==> src/rtl/uart_pkg.sv <==
// Shared definitions for the UART transmitter and its future receiver twin:
// FSM state codes, parity selectors and serial line levels.
package uart_pkg;

  typedef logic [2:0] state_t;

  localparam state_t IDLE   = 3'd0;
  localparam state_t START  = 3'd1;
  localparam state_t DATA   = 3'd2;
  localparam state_t PARITY = 3'd3;
  localparam state_t STOP   = 3'd4;

  localparam logic PAR_EVEN = 1'b0;
  localparam logic PAR_ODD  = 1'b1;

  localparam logic LINE_IDLE  = 1'b1;
  localparam logic LINE_START = 1'b0;

endpackage

==> src/rtl/uart_tx_baud_gen.sv <==
// Bit-period timer: counts CLK cycles within one bit and strobes bit_end on
// the last cycle of the period, then restarts from zero.
module uart_tx_baud_gen #(
  parameter int PRESCALE_WIDTH = 8
) (
  input  logic                      clk,
  input  logic                      rst_n,
  input  logic                      clear,
  input  logic                      enable,
  input  logic [PRESCALE_WIDTH-1:0] period,
  output logic                      bit_end
);

  logic [PRESCALE_WIDTH-1:0] count;

  // period is never zero while enabled, so period-1 cannot wrap here
  assign bit_end = enable && (count == period - PRESCALE_WIDTH'(1));

  always_ff @(posedge clk) begin
    if (!rst_n) begin
      count <= '0;
    end else if (clear || bit_end) begin
      count <= '0;
    end else if (enable) begin
      count <= count + PRESCALE_WIDTH'(1);
    end
  end

endmodule

==> src/rtl/uart_tx_param.sv <==
// Parametrised UART transmitter: start bit, LSB-first data, optional parity,
// one or two stop bits, with an internally generated bit period.
module uart_tx_param
  import uart_pkg::*;
#(
  parameter int DATA_WIDTH     = 8,
  parameter int PRESCALE_WIDTH = 8
) (
  input  logic                      CLK,
  input  logic                      RST,
  input  logic [DATA_WIDTH-1:0]     P_DATA,
  input  logic                      Data_Valid,
  input  logic                      PAR_EN,
  input  logic                      PAR_TYP,
  input  logic                      STOP2,
  input  logic [PRESCALE_WIDTH-1:0] Prescale,
  output logic                      busy,
  output logic                      TX_OUT
);

  localparam int IDX_W = (DATA_WIDTH > 1) ? $clog2(DATA_WIDTH) : 1;
  localparam logic [IDX_W-1:0] LAST_IDX = IDX_W'(DATA_WIDTH - 1);

  state_t                    state;
  state_t                    state_next;
  logic [IDX_W-1:0]          bit_idx;
  logic [IDX_W-1:0]          idx_next;
  logic                      stop_cnt;
  logic                      stop_next;
  logic [DATA_WIDTH-1:0]     data_q;
  logic                      par_en_q;
  logic                      par_bit_q;
  logic                      stop2_q;
  logic [PRESCALE_WIDTH-1:0] period_q;
  logic                      tx_q;
  logic                      tx_next;
  logic                      bit_end;
  logic                      accept;

  assign accept = Data_Valid && !busy;
  assign TX_OUT = tx_q;

  uart_tx_baud_gen #(
    .PRESCALE_WIDTH(PRESCALE_WIDTH)
  ) u_baud_gen (
    .clk    (CLK),
    .rst_n  (RST),
    .clear  (accept),
    .enable (busy),
    .period (period_q),
    .bit_end(bit_end)
  );

  // Frame settings are frozen at acceptance so later input changes cannot disturb the frame
  always_ff @(posedge CLK) begin
    if (!RST) begin
      data_q    <= '0;
      par_en_q  <= 1'b0;
      par_bit_q <= 1'b0;
      stop2_q   <= 1'b0;
      period_q  <= PRESCALE_WIDTH'(1);
    end else if (accept) begin
      data_q    <= P_DATA;
      par_en_q  <= PAR_EN;
      par_bit_q <= (PAR_TYP == PAR_ODD) ? ~(^P_DATA) : (^P_DATA);
      stop2_q   <= STOP2;
      period_q  <= (Prescale == '0) ? PRESCALE_WIDTH'(1) : Prescale;
    end
  end

  always_ff @(posedge CLK) begin
    if (!RST) begin
      state    <= IDLE;
      bit_idx  <= '0;
      stop_cnt <= 1'b0;
      tx_q     <= LINE_IDLE;
    end else begin
      state    <= state_next;
      bit_idx  <= idx_next;
      stop_cnt <= stop_next;
      tx_q     <= tx_next;
    end
  end

  always_comb begin
    state_next = state;
    idx_next   = bit_idx;
    stop_next  = stop_cnt;
    case (state)
      IDLE: begin
        if (accept) begin
          state_next = START;
          idx_next   = '0;
          stop_next  = 1'b0;
        end
      end
      START: begin
        if (bit_end) begin
          state_next = DATA;
          idx_next   = '0;
        end
      end
      DATA: begin
        if (bit_end) begin
          if (bit_idx == LAST_IDX) begin
            state_next = par_en_q ? PARITY : STOP;
          end else begin
            idx_next = bit_idx + IDX_W'(1);
          end
        end
      end
      PARITY: begin
        if (bit_end) begin
          state_next = STOP;
        end
      end
      STOP: begin
        if (bit_end) begin
          if (stop2_q && !stop_cnt) begin
            stop_next = 1'b1;
          end else begin
            state_next = IDLE;
          end
        end
      end
      default: state_next = IDLE;
    endcase
  end

  // Line level is decoded from the upcoming state and registered, keeping the pad glitch-free
  always_comb begin
    busy    = (state != IDLE);
    tx_next = LINE_IDLE;
    case (state_next)
      IDLE:    tx_next = LINE_IDLE;
      START:   tx_next = LINE_START;
      DATA:    tx_next = data_q[idx_next];
      PARITY:  tx_next = par_bit_q;
      STOP:    tx_next = LINE_IDLE;
      default: tx_next = LINE_IDLE;
    endcase
  end

endmodule

==> config.mk <==
export PLATFORM = sky130hd
export DESIGN_NAME = uart_tx_param
export DESIGN_NICKNAME = d
export VERILOG_FILES = /design/src/rtl/uart_pkg.sv /design/src/rtl/uart_tx_baud_gen.sv /design/src/rtl/uart_tx_param.sv
export SDC_FILE = /design/constraint.sdc
export NUM_CORES = 1
export LEC_CHECK = 0
export CAP_MARGIN = 10
export CORE_MARGIN = 10
export CORE_UTILIZATION = 55
export CTS_BUF_LIST = sky130_fd_sc_hd__clkbuf_4 sky130_fd_sc_hd__clkbuf_8
export CTS_CLUSTER_DIAMETER = 50
export DETAILED_ROUTE_END_ITERATION = 8
export PLACE_DENSITY = 0.83
export SYNTH_ARGS = -nofsm -noshare
export SYNTH_HDL_FRONTEND = slang
export SYNTH_SLANG_ARGS = --single-unit
==> constraint.sdc <==
create_clock -name CLK -period 3.1 [get_ports CLK]
set_clock_uncertainty 0.1 [all_clocks]
set_input_delay 0.31 -clock CLK [delete_from_list [all_inputs] [get_ports CLK]]
set_output_delay 0.31 -clock CLK [all_outputs]
set_load 0.03 [all_outputs]
# [Yosys cells after proc, flatten, opt, wreduce, memory -nomap -nowiden]
# Index checks and enable logic that the tools add are counted.
[word_totals] input_bits=22 reg_bits=35 wordCells=64
[classes] n_mux=23 order_cmp=1 bitwise_logic=2 n_reduce_logical=13 addsub=3 n_eq_ne=12
[ops] op="$mux 3" n=12
[ops] op="$pmux 3 s5" n=1
[ops] op="$eq 3x2->1 const B" n=4
[ops] op="$pmux 3 s3" n=1
[ops] op="$add 8x1->8 const B" n=1
[ops] op="$eq 8x8->1" n=1
[ops] op="$logic_not 8->1" n=1
[ops] op="$mux 8" n=1
[ops] op="$reduce_xor 8->1" n=1
[ops] op="$sub 8x1->8 const B" n=1
[ops] op="$eq 3x1->1 const B" n=2
[ops] op="$eq 3x3->1 const B" n=2
[ops] op="$mux 1" n=5
[ops] op="$lt 3x4->1 const B" n=1
[ops] op="$ne 2x1->1 const B" n=2
[ops] op="$reduce_and 4->1" n=1
[ops] op="$add 3x1->3 const B" n=1
[ops] op="$bmux 1 s3" n=1
[ops] op="$logic_and 1x1->1" n=3
[ops] op="$logic_not 3->1" n=1
[ops] op="$pmux 1 s3" n=1
[ops] op="$reduce_bool 3->1" n=1
[ops] op="$logic_not 1->1" n=2
[ops] op="$ne 2x2->1 const B" n=1
[ops] op="5 further kinds" n=6

# [Depth between registers and ports, before layout]
# Gate-level depths: netlist of run 1.
[logic_depth] ltp_word=8 mapped_depth=12

# [By module]
# From an unflattened synthesis of run 1, not the netlist that was laid out.
[hier_totals] hier_cells=259 hier_area_um2=2064.5
[by_module_without_submodules] mod="uart_tx_param" seq_area_each_um2=540.5 area_each_um2=1386.3 cells_per_inst=176 n_inst=1
[by_module_without_submodules] mod="uart_tx_baud_gen" seq_area_each_um2=160.2 area_each_um2=678.2 cells_per_inst=83 n_inst=1

# [Worst setup path before layout of run 1]
# No wires, ideal clock.
[synth_path] path_type="reg-to-reg" startpoint="register period_q[0]" endpoint="register tx_q (netlist: TX_OUT)" slack_ns=0.394 synth_period_minus_slack_ns=2.706 arrival_ns=2.479 stages_incl_launch_ff=12 cell_sequence="dfxtp_1 inv_1 ha_1 nor3b_2 a21oi_1 nor4b_4 nand3_4 a21o_1 a31oi_2 mux2_1 o211ai_1 a32oi_1"
[synth_between] elab_chain_len=8 word_cells_on_any_way=17 cone_classes="add/sub: 1; eq/ne: 4; mux: 11; reduce/logical: 1"
[synth_lines] element="start: declaration" line_no="uart_tx_param.sv:34" rtl="logic [PRESCALE_WIDTH-1:0] period_q;"
[synth_lines] element="start signal: assignment" line_no="uart_tx_param.sv:67" rtl="period_q <= (Prescale == '0) ? PRESCALE_WIDTH'(1) : Prescale;"
[synth_lines] element="$sub 8x1->8 *" line_no="uart_tx_baud_gen.sv:17" rtl="assign bit_end = enable && (count == period - PRESCALE_WIDTH'(1));"
[synth_lines] element="$eq 8x8->1 *" line_no="uart_tx_baud_gen.sv:17"
[synth_lines] element="$logic_and 1x1->1 *" line_no="uart_tx_baud_gen.sv:17"
[synth_lines] element="$mux 3, on equally long branches" line_no="uart_tx_param.sv:104, uart_tx_param.sv:98"
[synth_lines] element="$pmux 3 s3" line_no="uart_tx_param.sv:89" rtl="case (state)"
[synth_lines] element="$bmux 1 s3" line_no="uart_tx_param.sv:137" rtl="DATA: tx_next = data_q[idx_next];"
[synth_lines] element="$mux 1 (not written as such)" line_no="uart_tx_param.sv:137"
[synth_lines] element="$pmux 1 s3 *" line_no="uart_tx_param.sv:134" rtl="case (state_next)"
[synth_lines] element="end signal: assignment" line_no="uart_tx_param.sv:81" rtl="tx_q <= tx_next;"
[synth_lines] element="end: declaration" line_no="uart_tx_param.sv:35" rtl="logic tx_q;"
# Every way passes the cells marked *; elsewhere a longest branch is shown, timed or not. The select of a mux whose other input is x is not followed.
# A chain may end at the register's enable or synchronous reset.

# [Worst setup path after layout of run 1]
# Same ends and word-level chain as after synthesis.

==> impl_metrics.toml, run 1 <==
[yosys]
synth_top_family_by_area = "simple AND/OR/NAND/NOR gates"
syn-num-nets = 275
yosysTopAreaCell = "dfxtp_1"
ys_seq_elements = 35
synth_top_area_share_pct = 35.0
synth_fa_ha_area_share_pct = 1.88
yosys_most_used_dff = "dfxtp_1"
synth_compound_area_share_pct = 19.8
synth-xor-area-share_pct = 10.1
synthArstFlopShare_pct = 0
syn_area_um2 = 2000
yosys_warnings = 0
ys_seq_area_share_pct = 35.0
synthCells = 250
synthMuxAreaShare_pct = 2.06
ys_types = 49
syn_avg_cell_area_um2 = 8.01
synth.area.top_cells = "dfxtp_1 35%, nand2_1 9.4%, a21boi_0 6.8%"
synthSimpleGateAreaFrac_pct = 27.2
synth_edf_count = 0

[sta]
drv_slew = 0
setup_violations = 0
min_period_over_period_pct = 95.1
hold_slack_ns = 0.366
relSlewSlack_pct = 68.8
finalWorstPathRequiredPeriod_ns = 2.95
tightest_slew_ns = 0.465
finalHoldViolations = 0
fmax_ghz = 0.339

[pwr]
max-vdd-ir-drop_v = 0.000343
p_per_area_nw_per_um2 = 634
power_mw = 1.48
leakage_nw = 0.881

[global_route]
grt.overflow.total = 0
grt_start_max_net_pins = 22
grt_util_all_layers_pct = 14.5
grt_pass1_wl_um = 7490
grt_pass1_vias = 1669
antenna_found_initial = 0

[critical_path]
startpoint_type = "register"
crit_fanout = 5
reg2regPathDepth = 11
timing.rr.end = "TX_OUT"
cp.required_ns = 3.23
crit_arrival_ns = 3.08
timing.rr.start = "period_q[0]"
rrSetupSlack_ns = 0.15
worst_setup_path_end_kind = "register"
crit_type = "reg -> reg"

[die]
pin_count = 24
die_w_um = 80.3
die-area_um2 = 6450
start_util_pct = 58.6
core_area_um2 = 3420
rows = 21
die_y_um = 80.3

[min_path]
min_path_type = "reg -> reg"
min_to = "data_q[7]"
hold_depth = 2
hp-start = "data_q[7]"

[clock_network]
hold_buffers = 0
clk_latency_ns = 0.35
cts_sinks = 35
path_clk_slew_ns = 0.11
clockBufferDepth = 2
cts_buffers = 5
h-tree-depth = 2
cts.root.buffer_cell = "clkbuf_4"
cts_tree = "built"

[layout]
antennaDiodeCount = 0
drive_above_1_share_pct = 6.99
final_nets = 296
syn2layout_area_growth_pct = 16.6

[drt]
drc_errors = 0
wl_per_cell_um = 13.8
drt_iter0_drc = 116
routed_wl_um = 4400
avgViaCountPerCell = 5.44
num_vias = 1730
ant_nets = 0
dr.pass1.iters = 4

[placement]
place_hpwl_um = 3280
io_buffers = 23
gp_congestion = 0.882

[status]
status = "complete, no violations"

[run]
drv_cap = 0
## metal layers
layer	routed length [um]	part of all wire (%)	track usage (%)	vias up
li1	-	-	-	899
met1	2200	50	18.7	782
met2	1920	44	21.6	43
met3	209	4.8	5.01	6
met4	69	1.6	5.63	0
met5	0	0	0	-
## registers in the layout (all words and copies together), names as in the netlist
| register | count |
|---|---|
| data_q | 8 |
| period_q | 8 |
| u_baud_gen.count | 8 |
| bit_idx | 3 |
| state | 3 |
| TX_OUT | 1 |
| par_bit_q | 1 |
| par_en_q | 1 |
| stop2_q | 1 |
| stop_cnt | 1 |
## power by group
group / leakage (nW) / switching, mW / internal (mW)
Clock: 0.0347 / 0.158 / 0.0843
Combinational: 0.560 / 0.362 / 0.270
Sequential: 0.286 / 0.0867 / 0.518
## worst max-delay path by stage
stage | startpoint | to | slack, ns | cells past startpoint
after global placement | period_q[0] | TX_OUT | 0.28 | 11
after floorplan | period_q[0] | TX_OUT | 0.39 | 11
after detailed placement | period_q[0] | TX_OUT | 0.11 | 11
final | period_q[0] | TX_OUT | 0.15 | 11
after global routing | period_q[0] | TX_OUT | -0.05 | 11
after CTS | period_q[0] | TX_OUT | 0.08 | 11
## per-stage QoR
stage                     TNS, ns  utilization, %  setup WS (ns)  instance area [um2]  std cells
after floorplan                 0               -          0.394                 2000        250
after global placement          0            66.2          0.275                 2260        310
after detailed placement        0            66.2          0.113                 2260        310
after CTS                       0            67.8         0.0815                 2310        318
after global routing      -0.0496            68.4        -0.0496                 2330        318
final                           0            68.4          0.151                 2330        318
## critical path, cell delays in order, from the launching register on
cell,delay [ns]
dfxtp_1,0.36
inv_1,0.09
ha_1,0.24
nor3b_4,0.25
a21oi_1,0.13
nor4b_4,0.31
nand4_1,0.26
o21ai_0,0.39
a31oi_4,0.08
mux2_1,0.34
o211ai_1,0.16
a32oi_1,0.12
## area by class of cell
cell class	count	area [um2]
clock buffers	5	37.5
clock inverters	3	15.0
fillers	302	1080
inverters	8	30.0
multi-input cells	195	1240
flip-flops and latches	35	701
well taps	46	57.6
repair buffers	26	253
## cell usage after synthesis (all sizes together), types with 4 or more instances
| master | count |
|---|---|
| o21ai | 9 |
| nand2 | 50 |
| nor2b | 5 |
| clkbuf | 9 |
| nand4 | 4 |
| nor3 | 7 |
| inv | 8 |
| o211ai | 5 |
| nor2 | 18 |
| nand3 | 6 |
| and2 | 7 |
| xnor2 | 13 |
| a21o | 4 |
| a21oi | 7 |
| xor2 | 10 |
| a21boi | 18 |
| dfxtp | 35 |
## cells by family after synthesis
logic type      count (synthesis)
xor+xnor                       23
simple gates                  109
buf+inv                        20
mux                             4
flops                          35
fa+ha+maj                       3
compound gates                 56
## what timing repair did
action	CTS	global route
setup buffers	0	0
endpoints found under the setup margin	0	1
resized for setup	0	4
endpoints found under the hold margin	0	0
## cells in the final DEF (no fill, tap or decap), drive strengths merged, types with 4 or more instances in the layout
master,instances
a21boi,18
nor2,18
o21ai,9
nand2,50
nand4,4
nor3,7
xor2,10
nand3,6
clkdlybuf4s50,23
nor2b,5
clkbuf,5
o211ai,5
and2,7
inv,8
xnor2,13
dfxtp,35
a21oi,7
a21o,4
No activity file was read; power rests on OpenSTA's default activity.
==> run 2: changes to the inputs <==
--- a/config.mk
+++ b/config.mk
@@ -12,6 +12,7 @@
 export CTS_CLUSTER_DIAMETER = 50
 export DETAILED_ROUTE_END_ITERATION = 8
 export PLACE_DENSITY = 0.83
+export SKIP_CTS_REPAIR_TIMING = 1
 export SYNTH_ARGS = -nofsm -noshare
 export SYNTH_HDL_FRONTEND = slang
 export SYNTH_SLANG_ARGS = --single-unit
==> results of run 2 <==
No change in the layout: final DEF, timing and power equal those of run 1.
==> run 3: changes to the inputs <==
--- a/config.mk
+++ b/config.mk
@@ -11,8 +11,10 @@
 export CTS_BUF_LIST = sky130_fd_sc_hd__clkbuf_4 sky130_fd_sc_hd__clkbuf_8
 export CTS_CLUSTER_DIAMETER = 50
 export DETAILED_ROUTE_END_ITERATION = 8
+export GPL_TIMING_DRIVEN = 0
 export PLACE_DENSITY = 0.83
 export SKIP_CTS_REPAIR_TIMING = 1
+export SLEW_MARGIN = 20
 export SYNTH_ARGS = -nofsm -noshare
 export SYNTH_HDL_FRONTEND = slang
 export SYNTH_SLANG_ARGS = --single-unit
==> run 3 against run 2 <==
Against the previous run: critical endpoint unchanged; first-iteration DRC count rose by 40%; wire length decreased by 1.1%; cell area rose by 2.6%; via count rose by 2.1%; sequential power down 3.5%; largest power group unchanged; global-route usage down 0.63 points; hold slack got worse by 0.0047 ns; clock power rose by 35%; clock-buffer cell count grew 1; highest routed layer unchanged; combinational power is 8.1% higher.
==> impl_metrics.toml, run 3 (same netlist as run 1, synthesis figures left out) <==
[clock_network]
cts_tree = "built"
h-tree-depth = 2
path_clk_slew_ns = 0.11
clockBufferDepth = 2
cts_sinks = 35
cts_buffers = 5
clk_latency_ns = 0.34
cts.root.buffer_cell = "clkbuf_4"

[drt]
ant_nets = 0
num_vias = 1766
drc_errors = 0
routed_wl_um = 4350
wl_per_cell_um = 13.3
avgViaCountPerCell = 5.40
dr.pass1.iters = 4
drt_iter0_drc = 162

[critical_path]
cp_top_family = "compound AO/OA/AOI/OAI gates"
worst_setup_path_end_kind = "register"
rrSetupSlack_ns = 0.18
timing.rr.start = "period_q[1]"
cp.required_ns = 3.23
cp_cell_sequence = "inv_1 -> ha_1 -> xor2_1 -> nand2_1 -> nor4b_4 -> nand3_4 -> a21o_1 -> a31oi_4 -> mux2_1 -> o211ai_1 -> a32oi_1"
crit_fanout = 8
critPathMaxStageDelay_ns = 0.41
slowest_stage = "dfxtp_1"
crit_arrival_ns = 3.05
worst-path-buf-inv = 1
timing.rr.end = "TX_OUT"
crit_type = "reg -> reg"
reg2regPathDepth = 11
startpoint_type = "register"

[sta]
finalHoldViolations = 0
fmax_ghz = 0.343
finalWorstPathRequiredPeriod_ns = 2.92
drv_slew = 0
relSlewSlack_pct = 66.1
setup_tns_ns = 0
setup_violations = 0
hold_slack_ns = 0.361
tightest_slew_ns = 0.508
min_period_over_period_pct = 94.2
rsz0062_at_grt = "false"

[pwr]
leakage_nw = 0.903
swShare_pct = 38.8
p_per_area_nw_per_um2 = 665
p_clk_share_pct = 20.5
power_frac_seq_pct = 36.6
power_switching_mw = 0.618
max-vdd-ir-drop_v = 0.000389
p_int_mw = 0.976
combPwrFrac_pct = 42.9

[global_route]
grt_pass1_wl_um = 7200
grt_pass1_vias = 1678
grt_util_all_layers_pct = 13.9
grt_start_max_net_pins = 11
antenna_found_initial = 0
grt.overflow.total = 0

[die]
die_w_um = 80.3
die_y_um = 80.3
core_area_um2 = 3420
rows = 21
die-area_um2 = 6450
start_util_pct = 58.6
pin_count = 24

[layout]
drive_above_1_share_pct = 6.76
largestRegisters = "data_q (8), period_q (8), u_baud_gen.count (8)"
fill_cells = 284
final_common_cell = "nand2_1"
layout_common_cells = "50 x nand2_1, 34 x dfxtp_1, 23 x clkdlybuf4s50_1"
final_nets = 306
antennaDiodeCount = 0
syn2layout_area_growth_pct = 19.7

[min_path]
hp-start = "par_bit_q"
min_to = "TX_OUT"
hold_depth = 2
min_path_type = "reg -> reg"

[status]
status = "complete, no violations"

[placement]
io_buffers = 23
place_hpwl_um = 3290
gp_congestion = 0.927

[run]
drv_cap = 0
run 3: metal layers:
metal,GRT usage (%),wire (um),vias to the layer above
li1,-,-,925
met1,17.1,2090,780
met2,21.1,1850,55
met3,4.79,347,6
met4,6.51,60,0
met5,0,0,-
run 3: worst max-delay path by stage:
stage | from | to | slack [ns] | cells after the start
floorplan | period_q[0] | TX_OUT | 0.39 | 11
global placement | period_q[0] | TX_OUT | 0.13 | 11
detailed placement | period_q[0] | TX_OUT | 0.04 | 11
CTS | period_q[0] | TX_OUT | 0.05 | 11
global route | period_q[0] | TX_OUT | 0.002 | 11
finish | period_q[1] | TX_OUT | 0.18 | 11
run 3: cell type report:
| class | instances | area (um2) | share of cell area (%) |
|---|---|---|---|
| flip-flops and latches | 35 | 702 | 29.3 |
| plain buffers | 12 | 50.0 | 2.09 |
| inverters | 8 | 30.0 | 1.25 |
| well taps | 46 | 57.6 | 2.40 |
| clock buffers | 6 | 45.0 | 1.88 |
| clock inverters | 1 | 30.0 | 1.25 |
| repair buffers | 24 | 238 | 9.92 |
| multi-input cells | 195 | 1240 | 51.9 |
run 3: worst min-delay path: stages (launching register included):
cell	delay [ns]
dfxtp_1	0.32
nand2_1	0.05
a32oi_1	0.05
run 3: per-stage QoR:
stage	power, mW	worst slack (ns)	instance area [um2]	instances	util (%)
2_1_floorplan	1.07	0.394	2000	250	-
5_1_grt	1.70	0.00207	2400	327	70.1
3_3_place_gp	1.23	0.131	2290	319	67.0
3_5_place_dp	1.25	0.0362	2290	319	67.0
4_1_cts	1.57	0.0459	2360	326	69.2
6_report	1.59	0.181	2400	327	70.1
run 3: power by group through the flow:
stage | registers, mW | logic, mW | clock network (mW)
3_3_place_gp | 0.587 | 0.644 | 0
3_5_place_dp | 0.591 | 0.659 | 0
6_report | 0.584 | 0.683 | 0.327
2_1_floorplan | 0.586 | 0.483 | 0
5_1_grt | 0.592 | 0.759 | 0.347
4_1_cts | 0.579 | 0.662 | 0.331
